[src/rtl/winograd_data_controller.sv]
// Walks the overlapping Winograd input tiles of one depth slice. Each tile is fetched from
// the feature buffer one element per cycle and handed to the PE array over valid/ready.
module winograd_data_controller #(
  parameter int DATA_W    = 8,
  parameter int ADDR_W    = 16,
  parameter int LINE_W    = 64,
  parameter int CH_STRIDE = 4096
) (
  input  logic                  clk,
  input  logic                  reset,
  input  logic                  data_prepare_i,
  input  logic [7:0]            block_width_i,
  input  logic [7:0]            block_height_i,
  input  logic [3:0]            data_id_i,
  input  logic                  size_type_i,
  output logic                  loop_finished_o,
  output logic                  rd_en_o,
  output logic [ADDR_W-1:0]     rd_addr_o,
  input  logic [DATA_W-1:0]     rd_data_i,
  output logic                  tile_valid_o,
  input  logic                  tile_ready_i,
  output logic [36*DATA_W-1:0]  tile_data_o,
  output logic                  busy_o
);

  typedef enum logic [2:0] {IDLE, FETCH, EMIT, DONE, WAIT_LOW} state_t;
  state_t state, state_nxt;

  logic [7:0]            blk_w, blk_h, tile_row, tile_col;
  logic [3:0]            data_id;
  logic                  size_type;
  logic [2:0]            fi, fj;
  logic                  issue_done;
  logic                  cap_vld;
  logic [5:0]            cap_idx;
  logic [36*DATA_W-1:0]  tile_reg;
  logic [2:0]            n_m1;
  logic [2:0]            step;
  logic                  last_tile;
  logic [ADDR_W-1:0]     addr_calc;

  assign n_m1      = size_type ? 3'd5 : 3'd3;
  assign step      = size_type ? 3'd4 : 3'd2;
  assign last_tile = (tile_col == blk_w - 8'd1) && (tile_row == blk_h - 8'd1);

  always_ff @(posedge clk) begin
    if (reset) state <= IDLE;
    else       state <= state_nxt;
  end

  always_comb begin
    state_nxt = state;
    case (state)
      IDLE:     if (data_prepare_i) state_nxt = FETCH;
      // issue_done marks the cycle in which the last element is being captured
      FETCH:    if (issue_done) state_nxt = EMIT;
      EMIT:     if (tile_ready_i) state_nxt = last_tile ? DONE : FETCH;
      DONE:     state_nxt = WAIT_LOW;
      WAIT_LOW: if (!data_prepare_i) state_nxt = IDLE;
      default:  state_nxt = IDLE;
    endcase
  end

  always_comb begin
    rd_en_o         = 1'b0;
    tile_valid_o    = 1'b0;
    loop_finished_o = 1'b0;
    busy_o          = 1'b1;
    case (state)
      IDLE:    busy_o = 1'b0;
      FETCH:   rd_en_o = !issue_done;
      EMIT:    tile_valid_o = 1'b1;
      DONE:    loop_finished_o = 1'b1;
      default: ;
    endcase
  end

  always_comb begin
    addr_calc = ADDR_W'(32'(data_id) * 32'(CH_STRIDE)
                      + (32'(tile_row) * 32'(step) + 32'(fi)) * 32'(LINE_W)
                      + 32'(tile_col) * 32'(step) + 32'(fj));
  end

  assign rd_addr_o = rd_en_o ? addr_calc : '0;

  // F(2,3) tiles only occupy the low 16 elements; the rest always read as zero
  assign tile_data_o = size_type ? tile_reg
                                 : {{(20*DATA_W){1'b0}}, tile_reg[16*DATA_W-1:0]};

  always_ff @(posedge clk) begin
    if (reset) begin
      blk_w      <= '0;
      blk_h      <= '0;
      data_id    <= '0;
      size_type  <= 1'b0;
      tile_row   <= '0;
      tile_col   <= '0;
      fi         <= '0;
      fj         <= '0;
      issue_done <= 1'b0;
      cap_vld    <= 1'b0;
      cap_idx    <= '0;
      tile_reg   <= '0;
    end else begin
      cap_vld <= rd_en_o;
      cap_idx <= 6'(fi) * (size_type ? 6'd6 : 6'd4) + 6'(fj);
      if (cap_vld) tile_reg[32'(cap_idx)*DATA_W +: DATA_W] <= rd_data_i;

      case (state)
        IDLE: begin
          if (data_prepare_i) begin
            blk_w      <= (block_width_i  == 8'd0) ? 8'd1 : block_width_i;
            blk_h      <= (block_height_i == 8'd0) ? 8'd1 : block_height_i;
            data_id    <= data_id_i;
            size_type  <= size_type_i;
            tile_row   <= '0;
            tile_col   <= '0;
            fi         <= '0;
            fj         <= '0;
            issue_done <= 1'b0;
          end
        end
        FETCH: begin
          if (!issue_done) begin
            if (fj == n_m1) begin
              fj <= '0;
              if (fi == n_m1) begin
                fi         <= '0;
                issue_done <= 1'b1;
              end else begin
                fi <= fi + 3'd1;
              end
            end else begin
              fj <= fj + 3'd1;
            end
          end
        end
        EMIT: begin
          if (tile_ready_i) begin
            issue_done <= 1'b0;
            if (!last_tile) begin
              if (tile_col == blk_w - 8'd1) begin
                tile_col <= '0;
                tile_row <= tile_row + 8'd1;
              end else begin
                tile_col <= tile_col + 8'd1;
              end
            end
          end
        end
        default: ;
      endcase
    end
  end

endmodule

[config.mk]
export PLATFORM = sky130hd
export DESIGN_NAME = winograd_data_controller
export DESIGN_NICKNAME = d
export VERILOG_FILES = /design/src/rtl/winograd_data_controller.sv
export SDC_FILE = /design/constraint.sdc
export NUM_CORES = 1
export LEC_CHECK = 0
export BUFFER_PORTS_ARGS = -buffer_cell sky130_fd_sc_hd__buf_4
export CORE_AREA = 2 2 174 176
export CTS_CLUSTER_DIAMETER = 150
export CTS_CLUSTER_SIZE = 30
export DETAILED_ROUTE_END_ITERATION = 8
export DIE_AREA = 0 0 176 178
export PLACE_DENSITY = 0.95
export SYNTH_ARGS = -nofsm -noshare
export SYNTH_HDL_FRONTEND = slang
export SYNTH_SLANG_ARGS = --single-unit
[constraint.sdc]
create_clock -name clk -period 12.8 [get_ports clk]
set_clock_uncertainty 0.15 [all_clocks]
set_input_delay 2.56 -clock clk [delete_from_list [all_inputs] [get_ports clk]]
set_output_delay 2.56 -clock clk [all_outputs]
set_load 0.01 [all_outputs]
Yosys cells after proc, flatten, opt, wreduce, memory -nomap -nowiden
Cells that the tools add are included.
- memory bits (read-only): 0
- memories kept: 0
- output and inout bits: 308
- register bits after elaboration: 342
- word-level logic and storage cells: 102
- RAM bits: 0
- latch bits: 0
- bitwise gates (word level): 0
- reduce and logical (&&, ||, !) cells: 15
- $mul: 3
- divide/modulo/power cells: 0
- multiplexer cells: 41
- equality and inequality tests: 16
- shifts and indexed selects: 2
- add/sub/neg operators: 12
- order comparisons: 0
- operator list (operator ; number):
    288-bit bitwise mux ; 1
    288-bit two-way mux ; 1
    8-bit by 34-bit variable shift with 288-bit output, first input constant ; 1
    8-bit by 34-bit indexed part select with 288-bit output ; 1
    8-bit two-way mux ; 9
    3-bit two-way mux ; 12
    9-bit negation with 34-bit output ; 1
    8-bit one-hot mux with 2 select lines ; 2
    16-bit by 11-bit adder with 16-bit output ; 1
    16-bit adder ; 1
    16-bit by 3-bit adder with 16-bit output ; 1
    8-bit by 1-bit adder with 8-bit output, second input constant ; 2
    8-bit == test ; 2
    8-bit logical NOT ; 2
    16-bit two-way mux ; 1
    2-bit != test, second input constant ; 8
    8-bit by 1-bit subtractor with 8-bit output, second input constant ; 2
    3-bit one-hot mux with 5 select lines ; 1
    3-bit one-hot mux with 2 select lines ; 2
    4-bit AND reduction ; 3
    8-bit by 3-bit multiplier with 11-bit output ; 1
    10-bit by 3-bit adder with 10-bit output ; 1
    8-bit by 3-bit multiplier with 10-bit output ; 1
    1-bit two-way mux ; 9
    17 further kinds ; 23

Logic depth before layout (Yosys ltp)
Gate-level depths: netlist of the first run.
- depth in word-level cells: 7
- depth in mapped cells: 19
- depth with buffers taken out: 17

Worst setup path before layout of the first run
Ideal clock, no wire load.
- path kind: reg-to-output
- from: register size_type
- to: output port rd_addr_o[15]
- slack: 5780 ps
- arrival time: 4310 ps
- cell stages (with the launch flop): 17
- required time: 10090 ps
- cell sequence: dfxtp_1 -> clkbuf_1 -> clkbuf_1 -> mux2_2 -> ha_1 -> ha_1 -> inv_1 -> fa_1 -> inv_1 -> fa_1 -> ha_1 -> ha_1 -> a21o_1 -> a31o_2 -> a21o_1 -> or3_1 -> mux2i_1
- cells in the longest elaborated chain, start to end: 7
- elaborated cells between the ends (all ways): 8
- classes of those cells: add/sub (4); mul (2); mux (2)
- RTL lines (element ; line ; source):
    from (decl) ; 31 ; logic size_type;
    from (signal assigned) ; 115 ; size_type <= size_type_i;
    3-bit two-way mux * ; 43 ; assign step = size_type ? 3'd4 : 3'd2;
    8-bit by 3-bit multiplier with 10-bit output ; 80 ; + (32'(tile_row) * 32'(step) + 32'(fi)) * 32'(LINE_W)
    10-bit by 3-bit adder with 10-bit output ; 80 ;
    16-bit adder ; 80 ;
    16-bit by 11-bit adder with 16-bit output * ; 81 ; + 32'(tile_col) * 32'(step) + 32'(fj));
    16-bit by 3-bit adder with 16-bit output * ; 81 ;
    16-bit two-way mux * ; 84 ; assign rd_addr_o = rd_en_o ? addr_calc : '0;
    to (decl) ; 18 ; output logic [ADDR_W-1:0] rd_addr_o,
Every way passes the cells marked *; elsewhere a longest branch is shown, timed or not.

Worst setup path in the final report of the first run
- from: register size_type
- to: output port rd_addr_o[11]
The elaborated chain is that of the path after synthesis.

==> results of run 1 <==
-- metrics by stage --
stage | util [%] | hold WS [ps]
3_3_place_gp | 65.4 | 284
6_report | 66.8 | 306
2_1_floorplan | - | 277
4_1_cts | 66.8 | 307
3_5_place_dp | 65.4 | 292
5_1_grt | 66.8 | 322
-- worst paths after layout --
path                                    from                          to  slack (ps)  cells after the start
setup / recovery      size_type$_SDFFE_PP0P_               rd_addr_o[11]        4830                     15
hold / removal    tile_reg[258]$_SDFFE_PP0P_  tile_reg[258]$_SDFFE_PP0P_         310                      2
setup reg to reg       cap_idx[0]$_SDFF_PP0_  tile_reg[188]$_SDFFE_PP0P_        8790                      8
hold reg to reg   tile_reg[258]$_SDFFE_PP0P_  tile_reg[258]$_SDFFE_PP0P_         310                      2
-- kinds of logic (layout without fill, tap and decap cells) --
family / after synthesis / count (layout)
xor+xnor: 39 / 39
flops: 342 / 342
other cells: 2 / 13
fa+ha+maj: 69 / 69
simple gates: 875 / 875
buf+inv: 289 / 402
compound gates: 261 / 261
mux: 191 / 191
-- cells in the mapped netlist, types with 7 or more instances --
| cell type | number |
|---|---|
| mux2_2 | 11 |
| nand2_1 | 195 |
| ha_1 | 62 |
| a21o_1 | 8 |
| nand2b_1 | 13 |
| buf_1 | 7 |
| nor2_1 | 235 |
| a211oi_1 | 7 |
| xnor2_1 | 20 |
| or3_1 | 14 |
| nor3_1 | 26 |
| nor2b_1 | 17 |
| mux2i_1 | 180 |
| dfxtp_1 | 342 |
| buf_4 | 128 |
| and2_1 | 194 |
| o21ai_0 | 26 |
| a21oi_1 | 167 |
| nand3_1 | 104 |
| nand4_1 | 11 |
| xor2_1 | 19 |
| buf_2 | 9 |
| inv_1 | 32 |
| nor2_2 | 12 |
| o21ai_1 | 7 |
| or4_1 | 11 |
| clkbuf_1 | 112 |
| fa_1 | 7 |
-- critical path, delay by kind of cell, from the launching register on --
family	cells	cell delay (ps)
flip-flops	1	750
buffers and inverters	3	1050
multiplexers	1	410
adder cells (fa/ha/maj)	4	1020
AND/OR/NAND/NOR	3	480
AO/OA/AOI/OAI	4	940
-- area by class of cell --
| class | count | area [sq um] | area share (%) |
|---|---|---|---|
| clock inverters | 1 | 20.0 | 0.102 |
| repair buffers | 352 | 2650 | 13.5 |
| clock buffers | 16 | 379 | 1.93 |
| inverters | 33 | 124 | 0.631 |
| well taps | 390 | 488 | 2.49 |
| multi-input cells | 1448 | 9110 | 46.4 |
| flip-flops and latches | 342 | 6850 | 34.9 |
-- metal layers --
| metal | up-vias | GRT usage, % | part of all wire [%] |
|---|---|---|---|
| li1 | 7031 | - | - |
| met1 | 7023 | 37.6 | 40 |
| met2 | 723 | 50.8 | 47 |
| met3 | 157 | 5.26 | 7.8 |
| met4 | 0 | 15.2 | 5.3 |
| met5 | - | 0 | 0 |
-- power by group through the flow --
stage	clock, mW	combinational, mW	sequential (mW)
after floorplan	0	0.179	1.11
after global placement	0	0.241	1.12
after detailed placement	0	0.250	1.12
after CTS	0.564	0.251	1.10
after global routing	0.596	0.277	1.10
final	0.560	0.255	1.10
-- placed cells by master, fill, tap and decap left out, types with 4 or more instances in the layout --
cell type	n
clkbuf_16	15
nor3_2	5
fa_1	7
nor3_1	23
nor3b_1	5
nand2_1	195
a21oi_1	167
inv_1	32
o21ai_1	7
xnor2_1	19
nand3b_1	4
nand4_1	11
a31oi_1	4
nand2b_1	13
o21ai_0	26
dfxtp_1	341
or3_1	14
nand3_1	104
o211ai_1	5
nor4_1	5
buf_4	351
o31ai_1	6
a211oi_1	7
ha_1	62
or4_1	11
xor2_1	19
conb_1	13
mux2_2	11
a21o_1	8
nor2_1	235
nor2b_1	17
o41ai_1	5
nor2_4	6
and3_1	6
nor2_2	12
mux2i_1	180
and2_1	194
==> results by group, run 1 <==
Run status
  – Outcome: completed

STA
  – Max-slew headroom: 24.5%
  – Fmax: 125 MHz
  – Final setup fails: 0
  – RSZ-0062 raised after global routing: false
  – Final WS setup: 4830 ps
  – Fin. Hold Viols: 0
  – Post-route setup TNS: 0 ps
  – Worst Tran Pin Value: 1130 ps
  – Max-slew violations: 0
  – Minimum clock period: 7970 ps
  – Final Cycle Share: 62.3%

Cells and area
  – Layout net count: 2294
  – Share of cells above drive strength 1: 19.0%
  – Post-route cell area: 19600 sq um
  – # fillers: 2238
  – Max reg flops: 288
  – Layout area overhead: 12.3%
  – Non-Filler Instances: 2582
  – ANT cells: 0

CTS
  – CTS tree: yes
  – Clock slew at reported path FFs: 120 ps
  – CTS Hold Bufs: 0
  – H-tree depth: 1
  – Clk sinks: 342
  – Post-CTS Setup Bufs: 0
  – CTS resizes: 0
  – Inserted Clock Buffers: 15
  – Clock Tree Root: clkbuf_16
  – Largest buffer count on any clock path: 3
  – Clk Latency, worst-skew pair: 520 ps

Power and ir drop
  – Power Dens Cells: 97.6 nW/um^2
  – Sw Share: 27.9%
  – Flop pwr share: 57.4%
  – Total Power: 1.91 mW
  – Clock Power Share: 29.3%
  – Combinational fraction of design power: 13.3%
  – Int Power: 1.38 mW
  – Worst VDD drop: 114 uV
  – Leak Pwr: 8.32 nW
  – Net Sw Power: 0.534 mW

Setup path
  – Worst path required time: 10090 ps
  – Slowest cell on the critical path: buf_4
  – Worst path cell trace: buf_4 > mux2_2 > ha_1 > ha_1 > ha_1 > inv_1 > fa_1 > nor2b_1 > o21ai_0 > a21boi_0 > o211ai_1 > a21boi_0 > nor3_1 > nor3_1 > buf_4
  – CP arrival: 5260 ps
  – CP Max Fanout: 117
  – Crit Path Category: reg -> out
  – CP most frequent cell: ha_1
  – Setup crit end kind: primary output
  – Crit start category: flip-flop
  – Slowest stage delay, CP: 820 ps

Place
  – Post-DP HPWL: 35.1 mm
  – Placed Instances: 2565
  – Port buffer count: 340
  – Setup slack at placement: 5460 ps
  – Area after DPL: 19200 sq um
  – Gpl congestion: 0.872

Synth
  – Mean Syn Cell Area: 8.45 sq um
  – EDFF count, synth: 0
  – Post-Synthesis Cells: 2068
  – Netlist area before placement: 17500 sq um
  – Most common flop cell mapped by yosys: dfxtp_1
  – Synthesized flop and latch total: 342
  – Adder-Cell Fraction of Synth Area: 5.24%
  – Top cells by area, synth: dfxtp_1 (39%), mux2i_1 (10%), and2_1 (6.9%), buf_4 (5.5%), nor2_1 (5.0%)
  – Ys async rst share: 0%
  – Synth Area in XOR/XNOR: 1.95%
  – Yosys top cell by area: dfxtp_1
  – Synth unique cells: 68
  – Post-synthesis mux area share: 11.0%
  – Yosys warning count: 0
  – Simple-gate area share of the yosys netlist: 24.9%
  – Yosys top cell area share: 39.2%
  – Combinational family with the most area after synthesis: simple AND/OR/NAND/NOR gates
  – Post-synthesis sequential area ratio: 39.2%
  – Synth Area in Compound Gates: 8.59%

Floorplanning
  – Die Ht: 178 um
  – Die area: 31300 sq um
  – Initial cell density of the core: 59.4%
  – I/O pin count: 341
  – Die width: 176 um
  – Core Box Area: 29400 sq um
  – Num rows: 63

Global routing
  – Initial antenna violation count: 0
  – Total grt overflow: 0
  – First-pass GRT wire length: 76.1 mm
  – Vias in the first global route: 14400
  – GR Util All Layers: 30.2%
  – Pin count of the biggest net entering global routing: 138

Worst hold path
  – Worst hold-check path type: reg -> reg

Detailed routing
  – Via density: 5.78
  – Number of remaining DRC errors: 0
  – Antenna viol nets, final: 0
  – Total routed wirelength: 49.9 mm
  – Vias: 14900
  – Post-DR wirelength/cell: 19.3 um
  – DRT iter0 DRCs: 1297
  – TritonRoute pass-1 iters: 6

Flow run
  – Max Cap Violations: 0
Note: power is estimated with default switching activity, not from simulation.
==> inputs of run 2 (changes only) <==
--- a/config.mk
+++ b/config.mk
@@ -6,12 +6,12 @@
 export NUM_CORES = 1
 export LEC_CHECK = 0
 export BUFFER_PORTS_ARGS = -buffer_cell sky130_fd_sc_hd__buf_4
-export CORE_AREA = 2 2 174 176
+export CORE_AREA = 2 2 180 182
 export CTS_CLUSTER_DIAMETER = 150
 export CTS_CLUSTER_SIZE = 30
 export DETAILED_ROUTE_END_ITERATION = 8
-export DIE_AREA = 0 0 176 178
-export PLACE_DENSITY = 0.95
+export DIE_AREA = 0 0 182 184
+export PLACE_DENSITY = 0.91
 export SYNTH_ARGS = -nofsm -noshare
 export SYNTH_HDL_FRONTEND = slang
 export SYNTH_SLANG_ARGS = --single-unit
==> constraint.sdc (replaced) <==
create_clock -name clk -period 8.1 [get_ports clk]
set_clock_uncertainty 0.15 [all_clocks]
set_input_delay 1.62 -clock clk [delete_from_list [all_inputs] [get_ports clk]]
set_output_delay 1.62 -clock clk [all_outputs]
set_load 0.01 [all_outputs]
==> run 2 against run 1 <==
Compared with the run above:
- die area increased by 6.9%
- final cell count increased by 0.43%
- register-to-register slack got worse by 4600 ps
- clock-buffer cell count decreased by 1
- setup slack got worse by 3700 ps
- sequential cell count unchanged
- critical endpoint is now rd_addr_o[15]
==> results by group, run 2 (synthesis gave the netlist of run 1 again) <==
STA
  – Final setup fails: 0 (unchanged)
  – Post-route setup TNS: 0 ps (unchanged)
  – Fmax: 144 MHz
  – Final Cycle Share: 85.8%
  – Worst Tran Pin Value: 1150 ps (was 1130 ps)
  – RSZ-0062 raised after global routing: false (unchanged)
  – Max-slew violations: 0 (unchanged)
  – Minimum clock period: 6950 ps
  – Fin. Hold Viols: 0 (unchanged)
  – Max-slew headroom: 22.7% (was 24.5%)

Cells and area
  – Layout net count: 2294 (unchanged)
  – Fin util: 62.6% (was 66.8%)
  – Share of cells above drive strength 1: 19.0% (about the same)
  – Max reg flops: 288 (unchanged)
  – Commonest cells after routing, fill and taps aside: buf_4 (351), dfxtp_1 (341), nor2_1 (235) (unchanged)
  – Commonest non-fill, non-tap cell in the layout: buf_4 (unchanged)
  – ANT cells: 0 (unchanged)
  – Post-route cell area: 19600 sq um (about the same)
  – Layout area overhead: 12.4% (was 12.3%)

Global routing
  – First-pass GRT wire length: 76.1 mm (about the same)
  – Initial antenna violation count: 0 (unchanged)
  – Total grt overflow: 0 (unchanged)
  – Vias in the first global route: 14400 (about the same)
  – GR Util All Layers: 28.3% (was 30.2%)
  – Pin count of the biggest net entering global routing: 145 (was 138)

Detailed routing
  – Post-DR wirelength/cell: 19.1 um (was 19.3 um)
  – Number of remaining DRC errors: 0 (unchanged)
  – TritonRoute pass-1 iters: 7 (was 6)
  – DRT iter0 DRCs: 1236 (was 1297)
  – Antenna viol nets, final: 0 (unchanged)
  – Vias: 14900 (about the same)
  – Via density: 5.74 (was 5.78)
  – Total routed wirelength: 49.6 mm (was 49.9 mm)

CTS
  – Inserted Clock Buffers: 15 (unchanged)
  – Clock slew at reported path FFs: 110 ps (was 120 ps)
  – CTS tree: yes (unchanged)
  – Post-CTS Setup Bufs: 0 (unchanged)
  – Largest buffer count on any clock path: 3 (unchanged)
  – CTS resizes: 0 (unchanged)
  – Clock Tree Root: clkbuf_16 (unchanged)
  – Clk sinks: 342 (unchanged)
  – CTS Hold Bufs: 0 (unchanged)
  – H-tree depth: 1 (unchanged)
  – Clk Latency, worst-skew pair: 520 ps (about the same)

Setup path
  – Setup crit end kind: primary output (unchanged)
  – Worst path required time: 6330 ps (was 10090 ps)
  – Crit-path leading delay family: adder cells (was buffers and inverters)
  – CP arrival: 5180 ps (was 5260 ps)
  – Worst path cell trace: buf_4 > mux2_2 > ha_1 > ha_1 > o21a_1 > nor2_1 > xnor2_1 > ha_1 > ha_1 > a31o_2 > a21o_1 > or3_1 > mux2i_1 > buf_4 (was buf_4 > mux2_2 > ha_1 > ha_1 > ha_1 > inv_1 > fa_1 > nor2b_1 > o21ai_0 > a21boi_0 > o211ai_1 > a21boi_0 > nor3_1 > nor3_1 > buf_4)
  – CP Max Fanout: 95 (was 117)
  – Slowest stage delay, CP: 880 ps (was 820 ps)
  – Crit Path Category: reg -> out (unchanged)
  – Buf/Inv on CP: 2 (was 3)
  – CP most frequent cell: ha_1 (unchanged)
  – Slowest cell on the critical path: dfxtp_4 (was buf_4)
  – Crit start category: flip-flop (unchanged)

Power and ir drop
  – Power Dens Cells: 154 nW/um^2 (was 97.6 nW/um^2)
  – Clock Power Share: 29.3% (about the same)
  – Sw Share: 27.9% (about the same)
  – Worst VDD drop: 189 uV (was 114 uV)
  – Leak Pwr: 8.31 nW (was 8.32 nW)
  – Flop pwr share: 57.5% (was 57.4%)
  – Int Power: 2.18 mW (was 1.38 mW)
  – Net Sw Power: 0.845 mW (was 0.534 mW)
  – Combinational fraction of design power: 13.2% (was 13.3%)

Run status
  – Outcome: completed (unchanged)

Place
  – Area after DPL: 19200 sq um (about the same)
  – Port buffer count: 340 (unchanged)
  – Post-DP HPWL: 34.9 mm (was 35.1 mm)
  – Gpl congestion: 0.876 (was 0.872)

Floorplanning
  – Core Box Area: 31400 sq um (was 29400 sq um)
  – Die width: 182 um (was 176 um)
  – I/O pin count: 341 (unchanged)
  – Die Ht: 184 um (was 178 um)
  – Initial cell density of the core: 55.7% (was 59.4%)
  – Num rows: 65 (was 63)
  – Die area: 33500 sq um (was 31300 sq um)

Worst hold path
  – Worst hold-check path type: reg -> reg (unchanged)

Flow run
  – Max Cap Violations: 0 (unchanged)
run 2: changes by cell type in the layout (fill, tap and decap cells not counted), sizes merged:
cell and change:
clkbuf -1
run 2: stage by stage:
step	std cells	setup slack (ps)	power [mW]	hold slack, ps
floorplan	2079	2020	2.04	277
global placement	2577	1730	2.16	284
detailed placement	2577	1680	2.17	292
CTS	2593	1120	3.03	307
global route	2593	818	3.13	324
finish	2593	1150	3.02	305
run 2: tightest hold or removal path, stage by stage (launching register included):
cell and delay [ps]:
dfxtp_1 320, nand2_1 50, a21oi_1 50
run 2: layout make-up:
type                       instances  area, sq um
clock inverter                     1         20.0
fill                            2531        11800
timing repair buffer             352         2650
tap                              402          503
multi-input combinational       1448         9110
clock buffer                      15          375
inverter                          33          124
sequential                       342         6850
run 2: path summary, 6_finish.rpt:
kind                              start                    endpoint  slack [ps]  depth (start not counted)
min reg2reg  tile_reg[239]$_SDFFE_PP0P_  tile_reg[239]$_SDFFE_PP0P_         310                          2
max reg2reg       cap_idx[0]$_SDFF_PP0_   tile_reg[60]$_SDFFE_PP0P_        4160                         10
max              size_type$_SDFFE_PP0P_               rd_addr_o[15]        1150                         14
min          tile_reg[239]$_SDFFE_PP0P_  tile_reg[239]$_SDFFE_PP0P_         310                          2
run 2: power groups by stage:
| stage | clock, mW | combinational (mW) | sequential (mW) |
|---|---|---|---|
| 3_5_place_dp | 0 | 0.392 | 1.78 |
| 5_1_grt | 0.954 | 0.435 | 1.74 |
| 2_1_floorplan | 0 | 0.283 | 1.76 |
| 4_1_cts | 0.895 | 0.394 | 1.74 |
| 3_3_place_gp | 0 | 0.380 | 1.77 |
| 6_report | 0.886 | 0.400 | 1.74 |
run 2: layer usage:
layer	vias up	global-route usage [%]	wire length, um
li1	7020	-	-
met1	7100	35.2	20200
met2	625	47.6	23400
met3	142	5.33	3650
met4	0	13.1	2350
met5	-	0	0
